==> config.mk <==
export PLATFORM = sky130hd
export DESIGN_NAME = ultrasonic_multi_ranger
export DESIGN_NICKNAME = d
export VERILOG_FILES = /design/src/rtl/ultrasonic_multi_ranger.sv
export SDC_FILE = /design/constraint.sdc
export NUM_CORES = 1
export LEC_CHECK = 0
export ABC_AREA = 1
export BUFFER_PORTS_ARGS = -buffer_cell sky130_fd_sc_hd__buf_2
export CORE_ASPECT_RATIO = 0.9
export CORE_MARGIN = 10
export CORE_UTILIZATION = 55
export CTS_BUF_LIST = sky130_fd_sc_hd__clkbuf_8
export DETAILED_ROUTE_END_ITERATION = 7
export GPL_TIMING_DRIVEN = 0
export PLACE_DENSITY = 0.79
export SYNTH_ARGS = -nofsm -noshare
export SYNTH_HDL_FRONTEND = slang
export SYNTH_SLANG_ARGS = --single-unit
==> constraint.sdc <==
create_clock -name clk -period 2.8 [get_ports clk]
set_input_delay 0.42 -clock clk [delete_from_list [all_inputs] [get_ports clk]]
set_output_delay 0.42 -clock clk [all_outputs]
set_load 0.005 [all_outputs]
==> src/rtl/ultrasonic_multi_ranger.sv <==
// Round-robin controller for NUM_CH HC-SR04-style ultrasonic sensors.
// Each channel gets one trigger pulse, then its echo is timed and published as a result record.
module ultrasonic_multi_ranger #(
    parameter int NUM_CH              = 4,
    parameter int TRIG_CYCLES         = 500,
    parameter int ECHO_TIMEOUT_CYCLES = 1900000,
    parameter int GUARD_CYCLES        = 100000,
    parameter int CNT_W               = 21,
    parameter int SYNC_STAGES         = 2,
    localparam int CH_W               = (NUM_CH > 1) ? $clog2(NUM_CH) : 1
) (
    input  logic              clk,
    input  logic              rst,
    input  logic              enable,
    input  logic [NUM_CH-1:0] ECHO,
    input  logic [CNT_W-1:0]  near_thresh,
    output logic [NUM_CH-1:0] TRIGGER,
    output logic              meas_valid,
    output logic [CH_W-1:0]   meas_ch,
    output logic [CNT_W-1:0]  meas_width,
    output logic              meas_timeout,
    output logic [NUM_CH-1:0] near_flags,
    output logic              busy
);

    localparam logic [CNT_W-1:0] TRIG_LAST  = CNT_W'(TRIG_CYCLES - 1);
    localparam logic [CNT_W-1:0] TO_MAX     = CNT_W'(ECHO_TIMEOUT_CYCLES);
    localparam logic [CNT_W-1:0] TO_LAST    = CNT_W'(ECHO_TIMEOUT_CYCLES - 1);
    localparam logic [CNT_W-1:0] GUARD_LAST = CNT_W'(GUARD_CYCLES - 1);
    localparam logic [CH_W-1:0]  CH_LAST    = CH_W'(NUM_CH - 1);

    typedef enum logic [2:0] {
        IDLE,
        TRIG,
        WAIT_RISE,
        MEASURE,
        GUARD
    } state_t;

    state_t            state, state_nx;
    logic [CH_W-1:0]   ch, ch_nx;
    logic [CNT_W-1:0]  cnt, cnt_nx;
    logic [CNT_W-1:0]  width, width_nx;
    logic [NUM_CH-1:0] sync_ff [SYNC_STAGES];
    logic              echo_sel;
    logic              sel_q, prev_q;
    logic              rise, fall;
    logic              rep, rep_timeout;
    logic [CNT_W-1:0]  rep_width;
    logic [NUM_CH-1:0] trig_nx;

    // The selected echo is re-registered after the mux, so sel_q/prev_q always
    // compare two samples of the same channel once a trigger is under way.
    always_comb begin
        echo_sel = 1'b0;
        for (int i = 0; i < NUM_CH; i++) begin
            if (ch == CH_W'(i)) echo_sel = sync_ff[SYNC_STAGES-1][i];
        end
    end

    assign rise = sel_q & ~prev_q;
    assign fall = ~sel_q & prev_q;

    always_comb begin
        state_nx    = state;
        ch_nx       = ch;
        cnt_nx      = cnt;
        width_nx    = width;
        rep         = 1'b0;
        rep_timeout = 1'b0;
        rep_width   = width;
        unique case (state)
            IDLE: begin
                if (enable) begin
                    state_nx = TRIG;
                    cnt_nx   = '0;
                end
            end
            TRIG: begin
                if (cnt == TRIG_LAST) begin
                    state_nx = WAIT_RISE;
                    cnt_nx   = '0;
                end else begin
                    cnt_nx = cnt + 1'b1;
                end
            end
            WAIT_RISE: begin
                if (rise) begin
                    state_nx = MEASURE;
                    width_nx = CNT_W'(1);
                end else if (cnt >= TO_LAST) begin
                    rep         = 1'b1;
                    rep_timeout = 1'b1;
                    rep_width   = TO_MAX;
                    state_nx    = GUARD;
                    cnt_nx      = '0;
                end else begin
                    cnt_nx = cnt + 1'b1;
                end
            end
            MEASURE: begin
                if (fall) begin
                    rep      = 1'b1;
                    state_nx = GUARD;
                    cnt_nx   = '0;
                end else if (sel_q) begin
                    if (width >= TO_LAST) begin
                        rep         = 1'b1;
                        rep_timeout = 1'b1;
                        rep_width   = TO_MAX;
                        width_nx    = TO_MAX;
                        state_nx    = GUARD;
                        cnt_nx      = '0;
                    end else begin
                        width_nx = width + 1'b1;
                    end
                end
            end
            GUARD: begin
                if (cnt == GUARD_LAST) begin
                    ch_nx    = (ch == CH_LAST) ? '0 : ch + 1'b1;
                    cnt_nx   = '0;
                    state_nx = enable ? TRIG : IDLE;
                end else begin
                    cnt_nx = cnt + 1'b1;
                end
            end
            default: state_nx = IDLE;
        endcase

        trig_nx = '0;
        for (int i = 0; i < NUM_CH; i++) begin
            trig_nx[i] = (state_nx == TRIG) && (ch_nx == CH_W'(i));
        end
    end

    always_ff @(posedge clk) begin
        if (rst) begin
            state  <= IDLE;
            ch     <= '0;
            cnt    <= '0;
            width  <= '0;
            sel_q  <= 1'b0;
            prev_q <= 1'b0;
            for (int s = 0; s < SYNC_STAGES; s++) sync_ff[s] <= '0;
        end else begin
            state  <= state_nx;
            ch     <= ch_nx;
            cnt    <= cnt_nx;
            width  <= width_nx;
            sel_q  <= echo_sel;
            prev_q <= sel_q;
            sync_ff[0] <= ECHO;
            for (int s = 1; s < SYNC_STAGES; s++) sync_ff[s] <= sync_ff[s-1];
        end
    end

    // Result fields only change in the report cycle; near_flags keeps the other channels.
    always_ff @(posedge clk) begin
        if (rst) begin
            TRIGGER      <= '0;
            meas_valid   <= 1'b0;
            meas_ch      <= '0;
            meas_width   <= '0;
            meas_timeout <= 1'b0;
            near_flags   <= '0;
            busy         <= 1'b0;
        end else begin
            TRIGGER    <= trig_nx;
            busy       <= (state_nx != IDLE);
            meas_valid <= rep;
            if (rep) begin
                meas_ch      <= ch;
                meas_width   <= rep_width;
                meas_timeout <= rep_timeout;
                for (int i = 0; i < NUM_CH; i++) begin
                    if (ch == CH_W'(i)) near_flags[i] <= !rep_timeout && (rep_width < near_thresh);
                end
            end
        end
    end

endmodule

==> flow_summary.json <==
{
  "status": "finished with violations",
  "violations": "setup timing",
  "reg2reg_depth": 21,
  "cts.path.max_buffers": 2,
  "ys_async_sr_fraction_pct": 0,
  "fin_cells": 977,
  "avgSynthCellArea_um2": 6.866,
  "reg2reg_from": "width[2]",
  "fin_util_pct": 70.01,
  "ys_top_cells_by_area": "dfxtp_1, nand2_1, inv_1, nor2_1, ha_1",
  "cts_tree": "done",
  "grt_usage_pct": 21.55,
  "htree_num_levels": 3,
  "synth_area_um2": 5197,
  "grt_pass1_wl_mm": 24.33,
  "worst-path-stages": 21,
  "drt_iter0_markers": 512,
  "synth_area_leader_cell": "dfxtp_1",
  "root_buffer": "clkbuf_8",
  "critPathRequiredTime_ns": 3.11,
  "ios": 62,
  "critPathTopFamily": "simple AND/OR/NAND/NOR gates",
  "place_congestion": 0.9512,
  "ir_worst_vdd_uv": 431.0,
  "synth_ff_type": "dfxtp_1",
  "ys_top_cells_by_count": "nand2_1, inv_1, nor2_1",
  "synth.distinct_cells": 49,
  "synth-edff-count": 0,
  "syn-instance-count": 757,
  "rsz0062_at_grt": "true",
  "nNetsFinal": 904,
  "drt_wl_total_mm": 15.69,
  "cap_viol_max_count": 0,
  "power.leakage_nw": 2.922,
  "max_slew.worst_pin.slew_ns": 0.5902,
  "port_buffers": 60,
  "routedWlPerCell_um": 16.06,
  "clk_pin_slew_worst_paths_ns": 0.10,
  "num_rows": 33,
  "ys_ff_latch": 91,
  "die_y_um": 112.2,
  "yosysMostFrequentCell": "nand2_1",
  "cts.sinks": 91,
  "slew_violations": 0,
  "vias": 5459,
  "arrival_ns": 3.18,
  "initial_core_util_pct": 56.70,
  "drc": 0,
  "fin_crit_sh_pct": 102.5,
  "hold_viol_final": 0,
  "fillers": 758,
  "crit_type": "flip-flop to flip-flop",
  "dp.final_hpwl_mm": 10.93,
  "regArea_um2": 1864,
  "worstHoldPathType": "input pin to flip-flop",
  "viasPerCell": 5.588,
  "drt-pass1-iter-count": 5,
  "grt_overflow_total": 0,
  "timing.final.ws_setup_ns": -0.06989,
  "cp_max_fo": 6,
  "grt_max_degree": 17,
  "crit_slowest_cell": "dfxtp_2",
  "antenna_found_initial": 0,
  "drive_gt1_share_pct": 25.96,
  "path_cells": "nand3_1 > nor2_2 > nand3_1 > nand2_1 > nand2_1 > nand2_4 > nand2_8 > nand2_8 > inv_8 > clkbuf_16 > nand2_4 > ha_4 > a21oi_2 > o21ai_2 > nand3_1 > nand2_1 > nand2_1 > a21oi_2 > nor3_2 > nand2_4 > a21oi_2",
  "synth-seq-area-share_pct": 35.05,
  "crit_path_frequent_cell": "nand2_1",
  "multiInputGateArea_um2": 3103,
  "pwr_density_cell_nw_per_um2": 377.3,
  "ys_warn_count": 0,
  "critical_path_buf_inv_count": 2,
  "whs_path_depth": 3,
  "core-area_um2": 9166,
  "top_layer": "met4",
  "drtAntennaViolNets": 0,
  "antenna_cells": 0,
  "clkLatencyLatePin_ns": 0.37,
  "finClkSkew_ns": 0.01043,
  "max_freq_mhz": 348.4,
  "wl_met2_mm": 7.539,
  "setup_viol": 4,
  "holdWs_ns": 0.2441,
  "synth_nets": 811,
  "met3WireLength_mm": 1.271,
  "cts_made_buffers": 9,
  "slowest_delay_ns": 0.40,
  "relSlewSlack_pct": 60.65,
  "die_x_um": 122.5,
  "grt_pass1_vias": 5143,
  "synth_top_area_share_pct": 35.05,
  "worst_setup_path_end_kind": "flip-flop",
  "fin_crit_ns": 2.870,
  "areaGrowthSynthToFinish_pct": 23.47,
  "cp-start-kind": "flip-flop",
  "hp-start": "ECHO[0]",
  "dieArea_um2": 13740,
  "cp-startpoint": "width[2]",
  "wl_met1_mm": 6.451,
  "place_inst": 939
}
## path summary, 6_finish.rpt
| check | to | slack, ns |
|---|---|---|
| setup / recovery | near_flags[3] | -0.07 |
| hold / removal | sync_ff[0][0] | 0.24 |
| setup reg to reg | near_flags[3] | -0.07 |
| hold reg to reg | sync_ff[0][7] | 0.41 |
## placed cells by master, fill, tap and decap left out, types with 7 or more instances in the layout
cell / Yosys / routed
a31oi_1: 17 / 17
nand2_1: 146 / 127
dfxtp_1: 91 / 69
nand4_1: 13 / 13
o21ai_1: 19 / 19
nor4_1: 10 / 9
inv_1: 108 / 100
o21ai_0: 35 / 34
nand2_2: 6 / 17
nand3_1: 35 / 34
dfxtp_2: 0 / 16
nor2_1: 103 / 97
a21oi_2: 1 / 8
buf_4: 3 / 24
xor2_1: 11 / 11
nor2_2: 4 / 7
inv_2: 6 / 14
ha_4: 0 / 8
nor3_1: 18 / 17
buf_2: 4 / 63
a21oi_1: 50 / 43
nand2_4: 2 / 9
clkbuf_8: 0 / 12
ha_1: 26 / 18
## layer usage
layer | GRT usage, % | up-vias
li1 | - | 2669
met1 | 26.35 | 2487
met2 | 36.80 | 262
met3 | 4.559 | 41
met4 | 6.829 | 0
met5 | 0 | -
## per-stage QoR
| stage | TNS [ns] | power [W] | cell area, um^2 | worst slack (ns) |
|---|---|---|---|---|
| 5_1_grt | -0.9054 | 0.002491 | 6417 | -0.2295 |
| 3_3_place_gp | -1.522 | 0.001465 | 5653 | -0.3835 |
| 4_1_cts | -0.01375 | 0.002418 | 6262 | -0.009083 |
| 3_5_place_dp | -1.799 | 0.001468 | 5653 | -0.4577 |
| 6_report | -0.2232 | 0.002421 | 6417 | -0.06989 |
| 2_1_floorplan | 0 | 0.001419 | 5200 | 0.04492 |
## tightest hold or removal path, cell delays in order
cell	delay, ns
buf_2	0.09
inv_1	0.04
nor2_1	0.03
## layout make-up
class | count | area share (%)
tap | 122 | 2.379
inverter | 117 | 6.999
buffer | 20 | 2.476
clock buffer | 10 | 2.145
multi-input combinational | 528 | 48.35
clock inverter | 6 | 1.072
sequential | 91 | 29.05
timing repair buffer | 83 | 7.526
## timing repair
action                                  CTS  global route
hold buffers                              0             0
gates cloned                              1             0
buffers inserted                         18             4
endpoints found under the setup margin    4             4
resized for setup                        74            34
pin swaps                                21            22
## state kept, by name, summed over array words and instances, names as in the netlist
register,count
TRIGGER,4
busy,1
ch,2
cnt,21
meas_ch,2
meas_timeout,1
meas_valid,1
meas_width,21
near_flags,4
prev_q,1
sel_q,1
state,3
sync_ff,8
width,21
## logic make-up (layout without fill, tap and decap cells)
group / after synthesis / in the layout / share of synthesized area [%]
AOI/OAI and AO/OA: 140 / 140 / 15.41
xor gates and xnor gates: 12 / 12 / 2.022
adders and majority gates: 26 / 26 / 6.259
buffers and inverters: 138 / 236 / 11.03
DFF: 91 / 91 / 35.05
and+or+nand+nor: 350 / 350 / 30.24
## where the power goes
| part | internal (W) | switching (W) | total, W |
|---|---|---|---|
| Combinational | 0.0000534 | 0.0000944 | 0.000148 |
| Clock | 0.000446 | 0.000523 | 0.000969 |
| Sequential | 0.00130 | 0.00000570 | 0.00130 |
No activity file was read; power rests on OpenSTA's default activity.
